$ cat src/rtl/clock_display_mux.sv
// Time-multiplexed driver for a four-digit HH:MM seven-segment display.
// The colon is driven on dp, and the whole display blinks while the alarm is active.
module clock_display_mux #(
    parameter int SCAN_DIV     = 2500,
    parameter int BLINK_FRAMES = 125
) (
    input  logic       clk,
    input  logic       rst_n,
    input  logic [4:0] hours,
    input  logic [5:0] minutes,
    input  logic       alarm,
    output logic [6:0] seg,
    output logic       dp,
    output logic [3:0] digit_en
);

    localparam int PW = $clog2(SCAN_DIV);
    localparam logic [PW-1:0] PRESC_MAX = PW'(SCAN_DIV - 1);
    localparam logic [7:0]    FRAME_MAX = 8'(BLINK_FRAMES - 1);
    localparam logic [6:0]    SEG_DASH  = 7'h40;

    typedef enum logic [1:0] {
        DIGIT_HOUR_TENS,
        DIGIT_HOUR_ONES,
        DIGIT_MIN_TENS,
        DIGIT_MIN_ONES
    } digit_t;

    logic [PW-1:0] prescaler;
    digit_t        index;
    logic [7:0]    frame_cnt;
    logic          phase;
    logic [4:0]    snap_hours;
    logic [5:0]    snap_minutes;
    logic          snap_alarm;

    logic          scan_tick;
    logic          frame_tick;
    logic          blank;
    logic [3:0]    h_tens, h_ones, m_tens, m_ones;
    logic [6:0]    seg_next;

    function automatic logic [6:0] seg_of(input logic [3:0] d);
        case (d)
            4'd0:    seg_of = 7'h3F;
            4'd1:    seg_of = 7'h06;
            4'd2:    seg_of = 7'h5B;
            4'd3:    seg_of = 7'h4F;
            4'd4:    seg_of = 7'h66;
            4'd5:    seg_of = 7'h6D;
            4'd6:    seg_of = 7'h7D;
            4'd7:    seg_of = 7'h07;
            4'd8:    seg_of = 7'h7F;
            4'd9:    seg_of = 7'h6F;
            default: seg_of = SEG_DASH;
        endcase
    endfunction

    assign scan_tick  = (prescaler == PRESC_MAX);
    assign frame_tick = scan_tick && (index == DIGIT_MIN_ONES);
    assign blank      = snap_alarm && phase;

    // Binary-to-BCD by repeated comparison; the last matching decade wins.
    always_comb begin
        h_tens = 4'd0;
        h_ones = 4'(snap_hours);
        m_tens = 4'd0;
        m_ones = 4'(snap_minutes);
        for (int k = 1; k <= 2; k++) begin
            if (snap_hours >= 5'(10 * k)) begin
                h_tens = 4'(k);
                h_ones = 4'(snap_hours - 5'(10 * k));
            end
        end
        for (int k = 1; k <= 5; k++) begin
            if (snap_minutes >= 6'(10 * k)) begin
                m_tens = 4'(k);
                m_ones = 4'(snap_minutes - 6'(10 * k));
            end
        end
    end

    always_comb begin
        seg_next = 7'h00;
        case (index)
            DIGIT_HOUR_TENS: seg_next = (snap_hours > 5'd23)   ? SEG_DASH : seg_of(h_tens);
            DIGIT_HOUR_ONES: seg_next = (snap_hours > 5'd23)   ? SEG_DASH : seg_of(h_ones);
            DIGIT_MIN_TENS:  seg_next = (snap_minutes > 6'd59) ? SEG_DASH : seg_of(m_tens);
            DIGIT_MIN_ONES:  seg_next = (snap_minutes > 6'd59) ? SEG_DASH : seg_of(m_ones);
            default:         seg_next = 7'h00;
        endcase
    end

    // Outputs are computed from this cycle's state, so they lag it by one edge.
    always_ff @(posedge clk) begin
        if (!rst_n) begin
            prescaler    <= '0;
            index        <= DIGIT_HOUR_TENS;
            frame_cnt    <= 8'd0;
            phase        <= 1'b0;
            snap_hours   <= 5'd0;
            snap_minutes <= 6'd0;
            snap_alarm   <= 1'b0;
            seg          <= 7'h00;
            dp           <= 1'b0;
            digit_en     <= 4'b0000;
        end else begin
            prescaler <= scan_tick ? '0 : prescaler + PW'(1);
            if (scan_tick)
                index <= digit_t'(index + 2'd1);
            if (frame_tick) begin
                if (frame_cnt == FRAME_MAX) begin
                    frame_cnt <= 8'd0;
                    phase     <= ~phase;
                end else begin
                    frame_cnt <= frame_cnt + 8'd1;
                end
            end
            if (index == DIGIT_HOUR_TENS && prescaler == '0) begin
                snap_hours   <= hours;
                snap_minutes <= minutes;
                snap_alarm   <= alarm;
            end
            seg      <= blank ? 7'h00 : seg_next;
            digit_en <= blank ? 4'b0000 : (4'b0001 << index);
            dp       <= !blank && (index == DIGIT_HOUR_ONES) && !phase;
        end
    end

endmodule

$ cat config.mk
export PLATFORM = sky130hd
export DESIGN_NAME = clock_display_mux
export DESIGN_NICKNAME = d
export VERILOG_FILES = /design/src/rtl/clock_display_mux.sv
export SDC_FILE = /design/constraint.sdc
export NUM_CORES = 1
export LEC_CHECK = 0
export CAP_MARGIN = 20
export CORE_MARGIN = 4
export CORE_UTILIZATION = 55
export DETAILED_ROUTE_END_ITERATION = 8
export PLACE_DENSITY_LB_ADDON = 0.12
export SYNTH_ARGS = -nofsm -noshare
export SYNTH_HDL_FRONTEND = slang
export SYNTH_SLANG_ARGS = --single-unit
$ cat constraint.sdc
create_clock -name clk -period 4.3 [get_ports clk]
set_clock_uncertainty 0.15 [all_clocks]
set_input_delay 1.29 -clock clk [delete_from_list [all_inputs] [get_ports clk]]
set_output_delay 1.29 -clock clk [all_outputs]
set_load 0.1 [all_outputs]
* Yosys cells after proc, flatten, opt, wreduce, memory -nomap -nowiden
Memories as Yosys holds them, arrays and structs flattened.
Index checks and enable logic that the tools add are counted.
** Cells by class
- Reduce and logical (&&, ||, !) cells :: 12
- Shift-type cells :: 1
- Equality and inequality tests :: 5
- Muxes and demuxes :: 20
- $lt $le $gt $ge :: 9
- Bitwise logic cells :: 2
- Add/subtract/negate cells :: 10
** Operators by type and width (number)
- $mux 4 :: 12
- $mux 7 :: 4
- $pmux 7 s4 :: 1
- $sub 4x4->4 const B :: 4
- $add 12x1->12 const B :: 1
- $eq 12x12->1 const B :: 1
- $ge 6x5->1 const B :: 2
- $ge 6x6->1 const B :: 2
- $logic_not 12->1 :: 1
- $add 8x1->8 const B :: 1
- $eq 8x7->1 const B :: 1
- $mux 8 :: 1
- $sub 4x3->4 const B :: 2
- $ge 6x4->1 const B :: 1
- $gt 6x6->1 const B :: 1
- $ge 5x4->1 const B :: 1
- $ge 5x5->1 const B :: 1
- $gt 5x5->1 const B :: 1
- $logic_and 1x1->1 :: 5
- $eq 2x2->1 const B :: 2
- $reduce_or 2->1 :: 2
- $shl 1x2->4 const A :: 1
- $sub 4x2->4 const B :: 1
- $add 2x1->2 const B :: 1
- other kinds (6) :: 9
** Storage, ports and cells
- Input port bits :: 14
- Word-level logic and storage cells :: 73
- ROM bits :: 448
- Memories :: 4
- Output and inout port bits :: 12
- Flip-flop bits (word level) :: 47
** Memory list
- (name not given) :: words 16, bits a word 7, read ports 1, clocked after memory_dff 0, write ports 0, line 44 : case (d)
- (name not given) :: words 16, bits a word 7, read ports 1, clocked after memory_dff 0, write ports 0, line 44
- (name not given) :: words 16, bits a word 7, read ports 1, clocked after memory_dff 0, write ports 0, line 44
- (name not given) :: words 16, bits a word 7, read ports 1, clocked after memory_dff 0, write ports 0, line 44

* Logic depth before layout (Yosys ltp)
Gate-level depths: netlist of the first run.
An unclocked memory read counts as a cell.
- Depth in word-level cells :: 9
- Depth in mapped cells :: 14
- Gate-level depth less buffers :: 13

* Worst setup path after synthesis of the first run
Ideal clock, no wire load.
- Path type :: flip-flop to flip-flop
- Start :: register snap_minutes[1]
- End :: register seg[2]
- Slack :: 1046 ps
- Required time :: 4025 ps
- Setup time :: 125 ps
- Arrival :: 2979 ps
- Cell stages (with the launch flop) :: 12
- Clock period less this slack :: 3254 ps
- Buffers on the path :: 1
- Cells stage by stage :: dfxtp_1 -> buf_2 -> inv_1 -> ha_1 -> nor4bb_1 -> or4_4 -> and4_4 -> a311oi_4 -> ha_1 -> nand2_1 -> o221a_1 -> o41a_1
** On the way
- Cells in the longest elaborated chain, start to end :: 9
- Elaborated cells on any way between the ends :: 26
- Those cells by class :: add/sub: 5; order compare: 6; mux: 13; memory: 2
** Ends and longest elaborated chain
- from (decl) :: line 34 : logic [5:0] snap_minutes;
- from (signal assigned) :: line 121 : snap_minutes <= minutes;
- $ge 6x4->1 or $sub 4x4->4 (tied branches) :: line 76, 78
- $mux 4 or $mux 1 (tied branches) :: line 76 : if (snap_minutes >= 6'(10 * k)) begin
- $mux 4 (4 in a row) :: line 76
- $mem_v2 16x7
- $mux 7 (on tied branches) :: line 89, 88
- $pmux 7 s4 * :: line 85 : case (index)
- to (signal assigned) :: line 124 : seg <= blank ? 7'h00 : seg_next;
- to (decl) :: line 12 : output logic [6:0] seg,
Mark *: on every way between the ends. The rest lies on a longest branch, timed or not.
A chain may end at the register's enable or synchronous reset.

* Worst setup path after layout of the first run
Ends and elaborated chain as after synthesis.

==> results by group, run 1 <==
Status
  – Status: complete, no violations

Timing
  – RSZ-0062 raised after global routing: no
  – Worst Tran Pin Value: 0.9732 ns
  – Max Fclk: ~280 MHz
  – Final hold violation count: 0
  – Endpoints failing setup: 0
  – Slew HR: 0.3492
  – Min cycle time layout: roughly 3.6 ns
  – Total negative setup slack: 0 ns
  – Post-route clock period utilization: 0.8453
  – Fin. max-slew vios: 0

Global route
  – Largest net degree at the start of global routing: 21
  – First-pass GRT wire length: between 10000 and 15000 um
  – Initial antenna violation count: 0
  – Vias in the first global route: about 2500
  – Gr usage total: 0.1941
  – Grt ovf: 0

Floorplan
  – Core Box Area: 0.005574 mm2
  – Die footprint: approximately 0.0071 mm2
  – # IOs: 26
  – Starting density of the core: 0.5771
  – Row cnt: 27
  – Die X: approximately 84 um
  – Die height: 84.48 um

CTS
  – Clk root buf: clkbuf_8
  – # Post-CTS Setup Buffers: 0
  – Post-cts sizing count: 0
  – CTS Buffer Depth: 2
  – CTS tree: done
  – CTS Buf Count: 5
  – CTS clk-pin slew, worst paths: approximately 0.10 ns
  – H-tree levels: 2
  – CTS Hold Bufs: 0
  – Clk sinks: 47
  – Clock Latency Late Sink: 0.30 ns

Cells and area
  – Reg area: 940.9 um2
  – Area added between synthesis and finish: 12.10%
  – Multi-input logic area: 0.002121 mm2
  – Layout cells sized above 1: 0.05237
  – Fill cell count: around 500
  – Final Cell Area: about 0.0036 mm2
  – ANT cells: 0
  – Commonest non-fill, non-tap cells in the layout: dfxtp_1, nor2_1, ha_1
  – Final #Nets: approximately 450
  – Commonest non-fill, non-tap cell in the layout: dfxtp_1

Routing
  – DRT Wirelength: 6839 um
  – DR vias: between 2000 and 3000
  – Residual DRC: 0
  – Vias per cell: around 5.9
  – Met3 wire len: around 260 um
  – Top Metal Used: met4
  – Detailed Routing Iterations Pass 1: 5
  – M1 wire length: about 3300 um
  – Met2 routed WL: ~3200 um
  – DRT iter0 DRCs: between 200 and 250
  – DR WL/cell: approximately 14 um
  – Routed Antenna Nets: 0

Worst setup path
  – Worst endpoint required time: 4.34 ns
  – R2R setup slack: 0.67 ns
  – Crit end category: register
  – CP max FO: 15
  – CP arrival: 3.68 ns
  – Crit start category: register
  – WS Path Type: reg -> reg

Power
  – P_int: 0.7185 mW
  – Sw Pwr: roughly 0.42 mW
  – Pwr Total: 1.143 mW
  – Sw frac: 0.3715
  – Clock network power share: 0.243
  – Max IR drop VDD: approximately 0.33 mV
  – Leakage power: ~1.4 nW
  – Combinational share of power: 0.327
  – Flop pwr share: 0.430
  – Pwr Density: around 320 mW/mm2

Placed design
  – Final GP Congestion: 0.9141
  – Port Buffers: 25
  – DP HPWL: about 5200 um
  – Dpl cell area: 0.003515 mm2

Logic synthesis
  – Post-synth EDFFs: 0
  – #FFs+latches synth: 47
  – Mean post-synth cell area: about 8.5 um2
  – Synthesized instance count: 379
  – Post-synthesis cell area: ~0.0032 mm2
  – Post-synth top flop: dfxtp_1
  – Register area share after synthesis: 0.2925
  – Post-synth ARST share: 0
  – Count of different cell masters after synthesis: between 60 and 70
  – Syn_nets: between 400 and 500
  – Synthesis Warnings: 0

Hold path
  – Min-delay worst type: reg -> reg

Run
  – MaxCap Viol Count: 0
==> final timing paths <==
path	startpoint	to	cells after the start
worst max-delay path	snap_minutes[1]$_SDFFE_PN0P_	seg[2]$_SDFF_PP0_	10
worst min-delay path	phase$_SDFFE_PN0P_	dp$_SDFF_PN0_	1
worst max register to register	snap_minutes[1]$_SDFFE_PN0P_	seg[2]$_SDFF_PP0_	10
worst min register to register	phase$_SDFFE_PN0P_	dp$_SDFF_PN0_	1
==> power groups by stage <==
stage / sequential, mW / clock [mW] / combinational (mW)
after floorplan: 0.538 / 0 / 0.248
after global placement: 0.499 / 0 / 0.366
after detailed placement: 0.501 / 0 / 0.370
after CTS: 0.491 / 0.287 / 0.372
after global routing: 0.496 / 0.303 / 0.409
final: 0.491 / 0.278 / 0.374
==> cells in the mapped netlist (2+ instances only) <==
cell type | count | share of area
nor3_1 | 9 | 0.014
nor2_1 | 32 | 0.037
o22ai_1 | 2 | 0.0039
nor4_1 | 2 | 0.0039
nand3_1 | 12 | 0.019
nor3b_1 | 4 | 0.0093
xor2_1 | 11 | 0.030
o311ai_0 | 3 | 0.0082
ha_1 | 32 | 0.12
a21boi_0 | 2 | 0.0047
a21oi_1 | 18 | 0.028
and3_1 | 4 | 0.0078
a22oi_1 | 2 | 0.0047
a211o_1 | 2 | 0.0054
o211ai_1 | 6 | 0.014
a32o_1 | 2 | 0.0062
a21o_1 | 2 | 0.0047
o21a_1 | 3 | 0.0070
nand4_1 | 11 | 0.021
o221a_2 | 3 | 0.011
nand2b_1 | 5 | 0.0097
nor2b_1 | 14 | 0.027
and2_1 | 6 | 0.012
a31oi_1 | 4 | 0.0078
o21ai_0 | 12 | 0.019
and4_1 | 2 | 0.0054
a211oi_1 | 4 | 0.0093
mux2i_1 | 15 | 0.047
buf_2 | 4 | 0.0062
xnor2_1 | 7 | 0.019
clkbuf_1 | 7 | 0.0082
nand2_1 | 25 | 0.029
inv_1 | 28 | 0.033
dfxtp_1 | 47 | 0.29
o2111ai_1 | 3 | 0.0082
or3_1 | 4 | 0.0078
==> area by class of cell <==
cell class	instances	area share
multi-input cells	292	0.5881
flip-flops and latches	47	0.2609
repair buffers	26	0.07148
inverters	28	0.02915
well taps	72	0.02498
clock buffers	5	0.01908
clock inverters	3	0.006246
==> worst max-delay path, cell delays in order, from the launching register on <==
cell,delay (ns)
dfxtp_1,0.69
inv_1,0.20
ha_1,0.26
nor4bb_1,0.15
or4_4,0.56
and4_4,0.22
a311oi_4,0.40
ha_1,0.24
nand2_1,0.05
o221a_1,0.23
o41a_1,0.39
==> cells by family (layout without fill, tap and decap cells) <==
group / Yosys count / in the layout / share of synthesized area
adder cells (fa/ha/maj): 32 / 32 / 0.1245
flip-flops: 47 / 47 / 0.2925
multiplexers: 17 / 17 / 0.05367
AO/OA/AOI/OAI: 85 / 85 / 0.2007
XOR/XNOR: 18 / 18 / 0.04901
AND/OR/NAND/NOR: 140 / 140 / 0.2314
buffers and inverters: 40 / 62 / 0.04823
==> state kept, by name, summed over array words and instances, names as in the netlist, 2 cells and up <==
name / flops
frame_cnt: 8
seg: 7
snap_hours: 5
snap_minutes: 6
digit_en: 4
index: 2
prescaler: 12
==> stage by stage <==
step	cells	utilization	hold slack [ns]	setup slack, ns
after floorplan	379	-	0.2752	1.046
after global placement	465	0.6305	0.2925	0.8272
after detailed placement	465	0.6305	0.3077	0.6948
after CTS	473	0.6469	0.3258	0.6928
after global routing	473	0.6469	0.3555	0.5452
final	473	0.6469	0.3195	0.6650
==> per-layer routing <==
layer | GRT usage | up-vias
li1 | - | 1416
met1 | 0.2715 | 1288
met2 | 0.3257 | 64
met3 | 0.02552 | 4
met4 | 0.03165 | 0
met5 | 0 | -
Power figures use the tool's default switching activity.
==> inputs of run 2 (changes only) <==
- CORE_UTILIZATION: 55 -> 53
- clock period: 4.3 -> 3 ns (I/O delays scaled with it)
==> run 2 against run 1 <==
Global-route usage rose by 1.9 points. Die area rose by 3.4%. Clock power increased by 46%. Largest power group unchanged. Via count up 4.1%. Largest cell class unchanged. Fmax grew 25%. Power up 53%.
==> results by group, run 2 (synthesized netlist as in run 1, its figures left out) <==
Status
  – Status: complete, no violations

Worst setup path
  – Worst path bufs/invs: 2 (+1)
  – CP arrival: 2.96 ns (-0.72 ns)
  – Capturing point of the worst reg2reg path: seg[2]$_SDFF_PP0_
  – WS Path Type: reg -> reg
  – Critical R2R Launch: snap_minutes[2]$_SDFFE_PN0P_
  – Crit-path max cell delay: 0.53 ns (-0.16 ns)
  – R2R setup slack: 0.09 ns (-0.58 ns)
  – Critical-path cell list: inv_4 > ha_4 > and2b_1 > or4_4 > and4_4 > a311oi_4 > buf_4 > nor2_2 > o221a_1 > o41a_1
  – Worst endpoint required time: 3.04 ns (-1.30 ns)
  – CP delay by family, top: simple AND/OR/NAND/NOR gates
  – Slowest CP cell: or4_4
  – CP max FO: 5 (-10)
  – Crit start category: register
  – Crit end category: register
  – Worst R2R Path Depth: 10 (unchanged)

Global route
  – Largest net degree at the start of global routing: 18 (-14%)
  – Initial antenna violation count: 0 (unchanged)
  – Gr usage total: 0.2135 (+0.01943)
  – First-pass GRT wire length: 12860 um (+10%)
  – Vias in the first global route: 2717 (+8.2%)
  – Grt ovf: 0 (unchanged)

Cells and area
  – Layout cells sized above 1: 0.1806 (+0.1282)
  – Reg area: 947.2 um2 (+0.66%)
  – Multi-input logic area: 0.002181 mm2 (+2.8%)
  – Commonest non-fill, non-tap cells in the layout: dfxtp_1, buf_4, nor2_1
  – Area added between synthesis and finish: 20.77%
  – Largest register FFs: 12 (unchanged)
  – Final core occ: 0.6562 (+0.009257)
  – Biggest regs: prescaler (12), frame_cnt (8), seg (7)
  – Final #Nets: 477 (+7.0%)
  – Fill cell count: 524 (+7.2%)
  – Largest Register: prescaler
  – ANT cells: 0 (unchanged)

Timing
  – Worst hold slack: 0.3086 ns (-0.01082 ns)
  – Post-route clock period utilization: 0.9710 (+0.1256)
  – RSZ-0062 raised after global routing: yes
  – Slew HR: 0.4538 (+0.1046)
  – Worst Tran Pin Value: 0.8170 ns (-0.1562 ns)
  – Max Fclk: 343.3 MHz (+25%)
  – Min cycle time layout: 2.913 ns (-0.7221 ns)
  – Final hold violation count: 0 (unchanged)
  – Fin. max-slew vios: 0 (unchanged)
  – Total negative setup slack: 0 ns (unchanged)
  – Worst setup margin: 0.08711 ns (-0.5779 ns)
  – Endpoints failing setup: 0 (unchanged)

Floorplan
  – Row cnt: 28 (+3.7%)
  – # IOs: 26 (unchanged)
  – Core Box Area: 0.005921 mm2 (+6.2%)
  – Die footprint: 0.007380 mm2 (+3.4%)
  – Die X: 85.91 um (+1.7%)
  – Die height: 85.91 um (+1.7%)
  – Starting density of the core: 0.5433 (-0.03378)

Routing
  – DR vias: 2887 (+4.1%)
  – Routed Antenna Nets: 0 (unchanged)
  – Vias per cell: 5.694 (-2.8%)
  – Residual DRC: 0 (unchanged)
  – Met3 wire len: 287 um (+12%)
  – Top Metal Used: met4
  – Detailed Routing Iterations Pass 1: 4 (-1)
  – DRT iter0 DRCs: 89 (-62%)
  – DRT Wirelength: 7465 um (+9.2%)
  – Met2 routed WL: 3422 um (+6.0%)
  – DR WL/cell: 14.72 um (+1.8%)
  – M1 wire length: 3657 um (+10%)

CTS
  – Clock Latency Late Sink: 0.30 ns (about the same)
  – CTS tree: done
  – H-tree levels: 2 (unchanged)
  – CTS Buf Count: 5 (unchanged)
  – Clk root buf: clkbuf_8
  – CTS Hold Bufs: 0 (unchanged)
  – CTS clk-pin slew, worst paths: 0.10 ns (about the same)
  – Clk sinks: 47 (unchanged)
  – CTS Buffer Depth: 2 (unchanged)

Power
  – Leakage power: 1.597 nW (+12%)
  – Pwr Density: 450.8 mW/mm2 (+42%)
  – Max IR drop VDD: 0.2765 mV (-17%)

Placed design
  – Port Buffers: 25 (unchanged)
  – Final GP Congestion: 0.9175 (+0.37%)
  – Dpl ws: -0.09455 ns (-0.7894 ns)
  – DP HPWL: 5716 um (+11%)

Hold path
  – Min-delay worst type: reg -> reg
  – Hold path endpoint: dp$_SDFF_PN0_
  – Hold_sp: phase$_SDFFE_PN0P_
  – Hold depth: 1 (unchanged)

Run
  – MaxCap Viol Count: 0 (unchanged)
run 2: cell count changes in the layout (fill, tap and decap cells not counted), sizes merged:
cell and delta:
buf +43, clkdlybuf4s50 -12
run 2: per-layer routing:
| layer | vias up | GRT usage |
|---|---|---|
| met3 | 10 | 0.03842 |
| met2 | 64 | 0.3287 |
| li1 | 1477 | - |
| met5 | - | 0 |
| met4 | 0 | 0.06187 |
| met1 | 1336 | 0.3044 |
run 2: layout make-up:
cell class	instances	area share
multi-input combinational	292	0.5614
clock inverter	3	0.006763
inverter	28	0.02770
timing repair buffer	57	0.1185
tap	75	0.02415
sequential	47	0.2438
clock buffer	5	0.01771
run 2: what timing repair did:
item	in CTS	in global routing
pin swaps	2	4
setup buffers	2	0
gates resized for setup	3	12
gates cloned	0	0
setup endpoints to repair	1	6
run 2: worst max path at each step:
stage / start / to / slack (ns) / depth (start not counted)
after floorplan: snap_minutes[1]$_SDFFE_PN0P_ / seg[2]$_SDFF_PP0_ / 0.002 / 11
after global placement: snap_minutes[2]$_SDFFE_PN0P_ / seg[2]$_SDFF_PP0_ / 0.00001 / 10
after detailed placement: snap_minutes[2]$_SDFFE_PN0P_ / seg[2]$_SDFF_PP0_ / -0.09 / 10
after CTS: snap_minutes[2]$_SDFFE_PN0P_ / seg[2]$_SDFF_PP0_ / 0.009 / 10
after global routing: snap_minutes[3]$_SDFFE_PN0P_ / seg[2]$_SDFF_PP0_ / -0.02 / 10
final: snap_minutes[2]$_SDFFE_PN0P_ / seg[2]$_SDFF_PP0_ / 0.09 / 10
run 2: where the power goes:
group	internal [mW]	leakage, nW	switching, mW	total, mW
sequential	0.654	0.386	0.0339	0.688
combinational	0.279	1.16	0.380	0.659
clock	0.172	0.0491	0.233	0.405
run 2: per-stage QoR:
stage / instances / instance area [um2] / total power [mW]
final: 507 / 3885 / 1.751
after global routing: 507 / 3885 / 1.862
after CTS: 507 / 3826 / 1.742
after detailed placement: 497 / 3712 / 1.321
after global placement: 497 / 3712 / 1.316
after floorplan: 379 / 3239 / 1.130
==> inputs of run 3 (changes only) <==
- CORE_UTILIZATION: 53 -> 37
==> run 3 against run 2 <==
First-iteration DRC count increased by 35%. Fmax increased by 0.24%. Combinational power about the same. Sequential power decreased by 0.6%. Critical path depth increased by 1. Final cell count increased by 6.9%. Non-clock buffer count increased by 5. Power decreased by 0.80%. Global-route usage decreased by 5.8 points. Flip-flop and latch count unchanged. Critical endpoint unchanged. Largest power group unchanged.
==> results by group, run 3 (synthesized netlist as in run 1, its figures left out) <==
Cells and area
  – Largest register FFs: 12 (unchanged)
  – Layout cells sized above 1: 0.1785 (-0.002066)
  – Largest Register: prescaler
  – ANT cells: 0 (unchanged)
  – Area added between synthesis and finish: 22.56%
  – Multi-input logic area: 0.002157 mm2 (-1.1%)
  – Final #Nets: 482 (+1.0%)
  – Final Cell Area: 0.003943 mm2 (+1.5%)
  – Fill cell count: 817 (+56%)
  – Final core occ: 0.4727 (-0.1835)
  – Biggest regs: prescaler (12), frame_cnt (8), seg (7)
  – Commonest non-fill, non-tap cells in the layout: buf_4, dfxtp_1, nor2_1, ha_1, inv_1
  – Commonest non-fill, non-tap cell in the layout: buf_4
  – Reg area: 949.7 um2 (+0.26%)

Routing
  – Detailed Routing Iterations Pass 1: 5 (+1)
  – DRT Wirelength: 7747 um (+3.8%)
  – DR WL/cell: 14.29 um (-2.9%)
  – DR vias: 2882 (-0.17%)
  – Residual DRC: 0 (unchanged)
  – Routed Antenna Nets: 0 (unchanged)
  – Vias per cell: 5.317 (-6.6%)
  – DRT iter0 DRCs: 120 (+35%)

Floorplan
  – Row cnt: 33 (+18%)
  – Die footprint: 0.01025 mm2 (+39%)
  – Die X: 101.2 um (+18%)
  – # IOs: 26 (unchanged)
  – Die height: 101.2 um (+18%)
  – Starting density of the core: 0.3857 (-0.1576)
  – Core Box Area: 0.008341 mm2 (+41%)

Power
  – Max IR drop VDD: 0.2357 mV (-15%)
  – Pwr Density: 440.7 mW/mm2 (-2.2%)
  – Pwr Total: 1.737 mW (-0.80%)
  – Leakage power: 1.620 nW (+1.4%)

Placed design
  – Dpl cell area: 0.003765 mm2 (+1.4%)
  – Final GP Congestion: 0.8705 (-5.1%)
  – Dpl ws: 0.002555 ns (+0.09710 ns)
  – DP HPWL: 5933 um (+3.8%)
  – Port Buffers: 25 (unchanged)

Worst setup path
  – Levels on crit path: 11 (+1)
  – R2R setup slack: 0.09 ns (about the same)
  – Crit end category: register
  – Worst path bufs/invs: 2 (unchanged)
  – Worst endpoint required time: 3.04 ns (about the same)
  – CP arrival: 2.95 ns (about the same)
  – Crit start category: register
  – Worst R2R Path Depth: 11 (+1)
  – WS Path Type: reg -> reg
  – Critical-path cell list: inv_2 > ha_1 > nor4bb_1 > buf_4 > or4_4 > and4_4 > a311oi_4 > ha_2 > nand2_1 > o221a_1 > o41a_1
  – Crit-path max cell delay: 0.49 ns (-0.04 ns)
  – Slowest CP cell: or4_4
  – CP delay by family, top: compound AO/OA/AOI/OAI gates
  – CP max FO: 3 (-2)

Global route
  – Vias in the first global route: 2819 (+3.8%)
  – Grt ovf: 0 (unchanged)
  – Gr usage total: 0.1560 (-0.05752)
  – First-pass GRT wire length: 13250 um (+3.0%)
  – Largest net degree at the start of global routing: 21 (+3)
  – Initial antenna violation count: 0 (unchanged)

Timing
  – Worst Tran Pin Value: 0.4245 ns (-0.3925 ns)
  – Min cycle time layout: 2.906 ns (-0.007105 ns)
  – Endpoints failing setup: 0 (unchanged)
  – Slew HR: 0.7140 (+0.2602)
  – Total negative setup slack: 0 ns (unchanged)
  – Max Fclk: 344.1 MHz (+0.24%)
  – Post-route clock period utilization: 0.9686 (-0.002368)
  – Final hold violation count: 0 (unchanged)
  – Worst setup margin: 0.09422 ns (+0.007105 ns)
  – Fin. max-slew vios: 0 (unchanged)

Status
  – Status: complete, no violations

CTS
  – H-tree levels: 2 (unchanged)
  – Clk sinks: 47 (unchanged)
  – CTS Hold Bufs: 0 (unchanged)
  – CTS clk-pin slew, worst paths: 0.10 ns (about the same)
  – CTS Buffer Depth: 2 (unchanged)
  – Clk root buf: clkbuf_8
  – CTS Buf Count: 5 (unchanged)
  – CTS tree: done
  – Clock Latency Late Sink: 0.30 ns (about the same)

Hold path
  – Hold depth: 1 (unchanged)
  – Min-delay worst type: reg -> reg

Run
  – MaxCap Viol Count: 0 (unchanged)
==> run 3: final timing paths <==
path | start | end
worst max-delay path | snap_minutes[1]$_SDFFE_PN0P_ | seg[2]$_SDFF_PP0_
worst min-delay path | phase$_SDFFE_PN0P_ | dp$_SDFF_PN0_
worst min register to register | phase$_SDFFE_PN0P_ | dp$_SDFF_PN0_
worst max register to register | snap_minutes[1]$_SDFFE_PN0P_ | seg[2]$_SDFF_PP0_
==> run 3: layout make-up <==
type	count	share of cell area
multi-input combinational	292	0.5471
sequential	47	0.2409
timing repair buffer	62	0.1295
tap	105	0.03332
inverter	28	0.02666
clock buffer	6	0.01841
clock inverter	2	0.004126
==> run 3: what timing repair did <==
item,CTS,global route
setup buffers,3,2
resized for setup,0,10
pin swaps,2,3
setup endpoints to repair,1,6
==> run 3: where the power goes <==
| part | internal [mW] | switching, mW |
|---|---|---|
| clock | 0.168 | 0.225 |
| combinational | 0.281 | 0.379 |
| sequential | 0.654 | 0.0302 |
| total | 1.10 | 0.635 |
==> run 3: through the flow <==
stage          hold WS, ns  std cells
2_1_floorplan       0.2752        379
3_3_place_gp        0.2939        529
3_5_place_dp        0.3105        529
4_1_cts             0.3249        540
5_1_grt             0.3640        542
6_report            0.3182        542
==> run 3: per-layer routing <==
layer,share of wire,global-route usage,wire length (um),up-vias
li1,-,-,-,1490
met1,0.49,0.2146,3773,1315
met2,0.46,0.2580,3589,70
met3,0.042,0.02479,328,7
met4,0.0071,0.03272,55,0
met5,0,0,0,-
